File: src/rtl/mem_port_arbiter.sv
// mem_port_arbiter: round-robin sharing of one main_memory port
// between two cache-side requesters (I-cache / D-cache).
// Ports: clock, reset (async, active-high);
//   req0_*/resp0_*, req1_*/resp1_* : requester msg/address/data buses;
//   mem_* : request to memory; mem_resp_* : response from memory;
//   grant : one-hot port owner (00 idle); busy : transaction in flight.
// Optional MEM_ARB_PERF_EN adds grant_count0/1 and conflict_count.
module mem_port_arbiter #(
   parameter int DATA_WIDTH   = 32,
   parameter int ADDRESS_BITS = 12,
   parameter int MSG_BITS     = 3
) (
   input  logic                    clock,
   input  logic                    reset,
   input  logic [MSG_BITS-1:0]     req0_msg,
   input  logic [ADDRESS_BITS-1:0] req0_address,
   input  logic [DATA_WIDTH-1:0]   req0_data,
   output logic [MSG_BITS-1:0]     resp0_msg,
   output logic [ADDRESS_BITS-1:0] resp0_address,
   output logic [DATA_WIDTH-1:0]   resp0_data,
   input  logic [MSG_BITS-1:0]     req1_msg,
   input  logic [ADDRESS_BITS-1:0] req1_address,
   input  logic [DATA_WIDTH-1:0]   req1_data,
   output logic [MSG_BITS-1:0]     resp1_msg,
   output logic [ADDRESS_BITS-1:0] resp1_address,
   output logic [DATA_WIDTH-1:0]   resp1_data,
   output logic [MSG_BITS-1:0]     mem_msg,
   output logic [ADDRESS_BITS-1:0] mem_address,
   output logic [DATA_WIDTH-1:0]   mem_data,
   input  logic [MSG_BITS-1:0]     mem_resp_msg,
   input  logic [ADDRESS_BITS-1:0] mem_resp_address,
   input  logic [DATA_WIDTH-1:0]   mem_resp_data,
`ifdef MEM_ARB_PERF_EN
   output logic [31:0]             grant_count0,
   output logic [31:0]             grant_count1,
   output logic [31:0]             conflict_count,
`endif
   output logic [1:0]              grant,
   output logic                    busy
);

   typedef enum logic [1:0] {IDLE, BUSY, RELEASE} state_t;

   state_t                  state, state_n;
   logic                    ptr, ptr_n;
   logic [MSG_BITS-1:0]     mem_msg_n;
   logic [ADDRESS_BITS-1:0] mem_address_n;
   logic [DATA_WIDTH-1:0]   mem_data_n;
   logic [MSG_BITS-1:0]     resp0_msg_n, resp1_msg_n;
   logic [ADDRESS_BITS-1:0] resp0_address_n, resp1_address_n;
   logic [DATA_WIDTH-1:0]   resp0_data_n, resp1_data_n;
   logic [1:0]              grant_n;
   logic                    busy_n;
   logic                    pend0, pend1, win1, accept;

   assign pend0 = (req0_msg != '0);
   assign pend1 = (req1_msg != '0);
   // port 1 wins when alone, or on a tie when the pointer names it
   assign win1 = pend1 && (!pend0 || ptr);
   // only a response for the latched address ends the transaction
   assign accept = (mem_resp_msg != '0) &&
                   (mem_resp_address == mem_address);

   always_comb begin
      state_n         = state;
      ptr_n           = ptr;
      mem_msg_n       = mem_msg;
      mem_address_n   = mem_address;
      mem_data_n      = mem_data;
      resp0_msg_n     = '0;
      resp0_address_n = '0;
      resp0_data_n    = '0;
      resp1_msg_n     = '0;
      resp1_address_n = '0;
      resp1_data_n    = '0;
      grant_n         = grant;
      busy_n          = busy;
      unique case (state)
         IDLE: begin
            if (pend0 || pend1) begin
               mem_msg_n     = win1 ? req1_msg : req0_msg;
               mem_address_n = win1 ? req1_address : req0_address;
               mem_data_n    = win1 ? req1_data : req0_data;
               grant_n       = win1 ? 2'b10 : 2'b01;
               busy_n        = 1'b1;
               state_n       = BUSY;
            end
         end
         BUSY: begin
            if (accept) begin
               if (grant[1]) begin
                  resp1_msg_n     = mem_resp_msg;
                  resp1_address_n = mem_resp_address;
                  resp1_data_n    = mem_resp_data;
               end else begin
                  resp0_msg_n     = mem_resp_msg;
                  resp0_address_n = mem_resp_address;
                  resp0_data_n    = mem_resp_data;
               end
               mem_msg_n = '0;
               state_n   = RELEASE;
            end
         end
         RELEASE: begin
            grant_n = 2'b00;
            busy_n  = 1'b0;
            // hand priority to the port that was not just served
            ptr_n   = grant[0];
            state_n = IDLE;
         end
         default: state_n = IDLE;
      endcase
   end

   always_ff @(posedge clock or posedge reset) begin
      if (reset) begin
         state         <= IDLE;
         ptr           <= 1'b0;
         mem_msg       <= '0;
         mem_address   <= '0;
         mem_data      <= '0;
         resp0_msg     <= '0;
         resp0_address <= '0;
         resp0_data    <= '0;
         resp1_msg     <= '0;
         resp1_address <= '0;
         resp1_data    <= '0;
         grant         <= '0;
         busy          <= 1'b0;
      end else begin
         state         <= state_n;
         ptr           <= ptr_n;
         mem_msg       <= mem_msg_n;
         mem_address   <= mem_address_n;
         mem_data      <= mem_data_n;
         resp0_msg     <= resp0_msg_n;
         resp0_address <= resp0_address_n;
         resp0_data    <= resp0_data_n;
         resp1_msg     <= resp1_msg_n;
         resp1_address <= resp1_address_n;
         resp1_data    <= resp1_data_n;
         grant         <= grant_n;
         busy          <= busy_n;
      end
   end

`ifdef MEM_ARB_PERF_EN
   always_ff @(posedge clock or posedge reset) begin
      if (reset) begin
         grant_count0   <= '0;
         grant_count1   <= '0;
         conflict_count <= '0;
      end else if (state == IDLE) begin
         if (pend0 && !win1 && grant_count0 != '1)
            grant_count0 <= grant_count0 + 32'd1;
         if (win1 && grant_count1 != '1)
            grant_count1 <= grant_count1 + 32'd1;
         if (pend0 && pend1 && conflict_count != '1)
            conflict_count <= conflict_count + 32'd1;
      end
   end
`endif

endmodule

File: config.mk
export PLATFORM = sky130hd
export DESIGN_NAME = mem_port_arbiter
export DESIGN_NICKNAME = d
export VERILOG_FILES = /design/src/rtl/mem_port_arbiter.sv
export SDC_FILE = /design/constraint.sdc
export NUM_CORES = 1
export LEC_CHECK = 0
export ABC_AREA = 1
export CAP_MARGIN = 10
export CELL_PAD_IN_SITES_DETAIL_PLACEMENT = 0
export CELL_PAD_IN_SITES_GLOBAL_PLACEMENT = 1
export CORE_MARGIN = 4
export CORE_UTILIZATION = 25
export DETAILED_ROUTE_END_ITERATION = 10
export PLACE_DENSITY = 0.72
export SETUP_SLACK_MARGIN = 0.15
export SLEW_MARGIN = 20
export SYNTH_ARGS = -nofsm -noshare
export SYNTH_HDL_FRONTEND = slang
export SYNTH_SLANG_ARGS = --single-unit
File: constraint.sdc
create_clock -name clock -period 4.6 [get_ports clock]
set_clock_uncertainty 0.05 [all_clocks]
set_input_delay 0.46 -clock clock [delete_from_list [all_inputs] [get_ports clock]]
set_output_delay 0.46 -clock clock [all_outputs]
set_load 0.05 [all_outputs]
==> flow_results.org <==
** Status
- The run finished with clean final reports.

** Logic synthesis
- Summing every instance area after synthesis gives 0.00571 mm².
- By area, the combinational part of the netlist is dominated by simple AND/OR/NAND/NOR gates.
- Measured against the total synthesized area, the mux share comes to 0.
- Fraction of the mapped netlist area in simple logic gates :: 0.271
- Share of synthesized cell area in full adder, half adder and majority cells :: 0
- By area the synthesized netlist is led by sky130_fd_sc_hd__dfrtp_1 64%, sky130_fd_sc_hd__nand2_1 12%, sky130_fd_sc_hd__nor2_1 6.6%.
- Summed over all instances, the cell type with the most area after synthesis is sky130_fd_sc_hd__dfrtp_1.
- After synthesis, the netlist uses 19 different library cells.
- Gate Count Post-Synth :: 614
- Number of synthesized register bits :: 147
- The share of the Yosys chip area taken by registers is 0.644.
- Nets in the synthesized netlist :: 757
- Count of yosys warnings during synthesis :: 0
- The complex-gate fraction of the synthesized area is 0.00526.
- Of the total synthesized cell area, the portion taken by XOR and XNOR cells is 0.00307.
- Portion of synthesized cell area occupied by the leading cell type :: 0.644
- Dividing the synthesized area by the synthesized cell count gives 9.30 µm².

** Timing
- Post-layout min period :: 2.74 ns
- Max-slew violation count :: 0
- Max frequency :: 364 MHz
- Headroom to the max-slew limit came out at 0.288.
- RSZ-0062 raised after global routing :: no
- The number of failing hold endpoints at the final stage is 0.
- Sum Neg Setup Slack :: 0 ns
- Of the available clock period, the critical path in the final layout requires 0.596.
- Final-report setup violation count :: 0
- Transition time of the tightest slew-check pin :: 1.07 ns

** Floorplanning
- Floorplan die area :: 0.0253 mm²
- Die H :: 159 µm
- Core Region :: 0.0226 mm²
- Io pins :: 287
- Row Count :: 55
- The initial utilization of the core area, before any placement, comes to 0.253.
- In this run the horizontal extent of the chip is 159 µm.

** Routing
- WL final :: 18200 µm
- After detailed routing, the number of remaining DRC violations is 0.
- In this run, the number of DRC markers left after iteration 0 of detailed routing was 206.
- Vias :: 4971
- Dividing the detail-routed wire length by the instance count gives 15.2 µm.
- Final ANT Viol Nets :: 0
- The first TritonRoute pass finished after 4 iterations.
- Average vias per placed instance :: 4.15

** Power
- Dividing total power by cell area gives a power density of 545 mW/mm².
- Summed over all cells, the static leakage comes to 4.51 nW.
- Total power for the finished layout comes to 5.16 mW.
- Across the VDD grid, the largest voltage drop is 0.329 mV.

** Global route
- Vias in the first global route :: 5174
- Across every metal layer, demand over resource in global routing totals 0.144.
- Summed over all layers, the global routing overflow is 0.
- The number of antenna violations at the first check in global routing was 1.
- Pin count of the biggest net entering global routing :: 95
- First-pass GRT wire length :: 28600 µm

** Setup path
- Maximum fanout along the worst path :: 56
- The setup path with the least slack is of type in -> reg.
- Category of the worst setup path launch point :: primary input
- The slowest stage of the critical path is the sky130_fd_sc_hd__nor2_4 cell.
- STA puts the critical path data required time at 4.89 ns.
- Data on the critical path arrives at its endpoint at 3.04 ns.
- Element type at the critical path end :: register
- Grouping stages by cell kind, the critical path spends the most delay in simple AND/OR/NAND/NOR gates.
- Count of buffer and inverter cells on the critical path :: 2
- On the worst path, the slowest cell contributes a delay of 0.97 ns.
- Cells traversed along the worst timing path :: clkdlybuf4s50_1, nor2_1, nand2_1, nor2_1, nor3_1, inv_2, nor2_4, nand2_1, nand3_1

** CTS
- Clock Tree Root :: sky130_fd_sc_hd__clkbuf_16
- After clock tree synthesis, the clock-pin slew on the worst setup and hold paths is 0.07 ns.
- In this run the number of H-tree levels came out at 4.
- In this run the deepest clock path goes through 2 buffers.
- Resized cells post-CTS :: 0
- In this run, post-CTS hold repair placed 0 buffers.
- TritonCTS built the clock tree.
- Clock latency on the worst-skew pair :: 0.42 ns
- In this run the post-CTS setup repair buffer count came out at 0.
- CTS saw 147 sinks.
- Buffers inserted during clock tree synthesis total 17.

** Worst hold path
- The path class of the tightest hold or removal check is reg -> reg.

** Layout
- Total inserted antenna cells :: 0
- Of the cells placed in the final design, the portion with a size suffix greater than 1 is 0.0624.
- In the layout the commonest cells are 286 x sky130_fd_sc_hd__clkdlybuf4s50_1, 189 x sky130_fd_sc_hd__nand2_1, 147 x sky130_fd_sc_hd__dfrtp_1.
- Leaving out fill and tap cells, the most frequent cell in the layout is sky130_fd_sc_hd__clkdlybuf4s50_1.
- Compared with the post-synthesis result, the final layout area differs by 65.5%.
- Final net count :: 1044
- Final std cells w/o fill :: 1199

** Flow run
- Across the run, the number of max-cap violations was 0.

** Placed design
- Once placement completed, the tool counted placed cells totaling 1167.
- Placed wire-length estimate :: 13600 µm
- The congestion estimate from routability-driven global placement came to 0.784.
- Port buffering added 286 buffers.
-- per-stage QoR --
stage	worst slack, ns	util	hold WS (ns)	cell area, µm²
floorplan	2.24	-	0.454	5720
global placement	1.49	0.391	0.429	8820
detailed placement	1.38	0.391	0.429	8820
CTS	1.83	0.419	0.449	9460
global route	1.57	0.419	0.463	9460
finish	1.86	0.419	0.437	9460
-- Yosys cell counts --
cell	count
sky130_fd_sc_hd__xnor2_1	2
sky130_fd_sc_hd__o21ai_0	6
sky130_fd_sc_hd__buf_4	4
sky130_fd_sc_hd__nor2_1	101
sky130_fd_sc_hd__clkbuf_1	4
sky130_fd_sc_hd__nand2_1	189
sky130_fd_sc_hd__inv_1	69
sky130_fd_sc_hd__dfrtp_1	147
sky130_fd_sc_hd__buf_6	7
sky130_fd_sc_hd__and2_1	1
sky130_fd_sc_hd__nor2_2	2
sky130_fd_sc_hd__nor2_4	12
sky130_fd_sc_hd__nand2_2	2
sky130_fd_sc_hd__nor3_1	2
sky130_fd_sc_hd__buf_8	1
sky130_fd_sc_hd__inv_2	2
sky130_fd_sc_hd__nand4_1	1
sky130_fd_sc_hd__nand3_1	55
sky130_fd_sc_hd__buf_2	7
-- layer usage --
metal  track usage  routed length [µm]  up-vias  share of wire
li1              -                   -     2416              -
met1         0.171                7690     2306           0.42
met2         0.237                8430      233           0.46
met3        0.0639                1850       14           0.10
met4        0.0406                 202        2          0.011
met5             0                  13        -        0.00072
-- worst register-to-register path: stages (launching register included) --
cell	delay (ns)
sky130_fd_sc_hd__dfrtp_1	0.41
sky130_fd_sc_hd__nor3_1	0.30
sky130_fd_sc_hd__inv_2	0.46
sky130_fd_sc_hd__nor2_4	0.97
sky130_fd_sc_hd__nand2_1	0.16
sky130_fd_sc_hd__nand3_1	0.11
-- area by class of cell --
type                            instances  area [µm²]
Fill cell                            2262       13100
Sequential cell                       147        3680
Timing Repair Buffer                  291        2910
Multi-Input combinational cell        373        1600
Clock buffer                           17         425
Tap cell                              285         357
Inverter                               71         270
Clock inverter                         15         215
-- worst paths after layout --
| check | endpoint | slack [ns] | startpoint | cells past startpoint |
|---|---|---|---|---|
| setup / recovery | mem_data[13] | 1.86 | req1_msg[1] | 9 |
| hold / removal | busy | 0.44 | busy | 2 |
| setup reg to reg | mem_data[13] | 2.07 | state[0] | 5 |
| hold reg to reg | busy | 0.44 | busy | 2 |
| max in group asynchronous | resp0_address[6] | 3.14 | reset | 3 |
| min in group asynchronous | mem_address[1] | 0.46 | reset | 2 |
-- state kept, by name, indices dropped and copies added, names as in the netlist --
signal / flops
grant: 2
mem_msg: 3
resp0_address: 12
resp1_data: 32
mem_address: 12
resp0_msg: 3
resp1_msg: 3
resp0_data: 32
state: 2
busy: 1
ptr: 1
resp1_address: 12
mem_data: 32
-- report_power, final --
group          switching, mW  total [mW]  internal [mW]
clock network          0.623        1.51          0.884
registers              0.177        1.68           1.51
logic                   1.29        1.97          0.673
-- cells by family after synthesis --
group,count (synthesis)
and+or+nand+nor,365
DFF,147
buffers and inverters,94
AOI/OAI and AO/OA,6
xor gates and xnor gates,2
(Power assumes the default switching activity.)
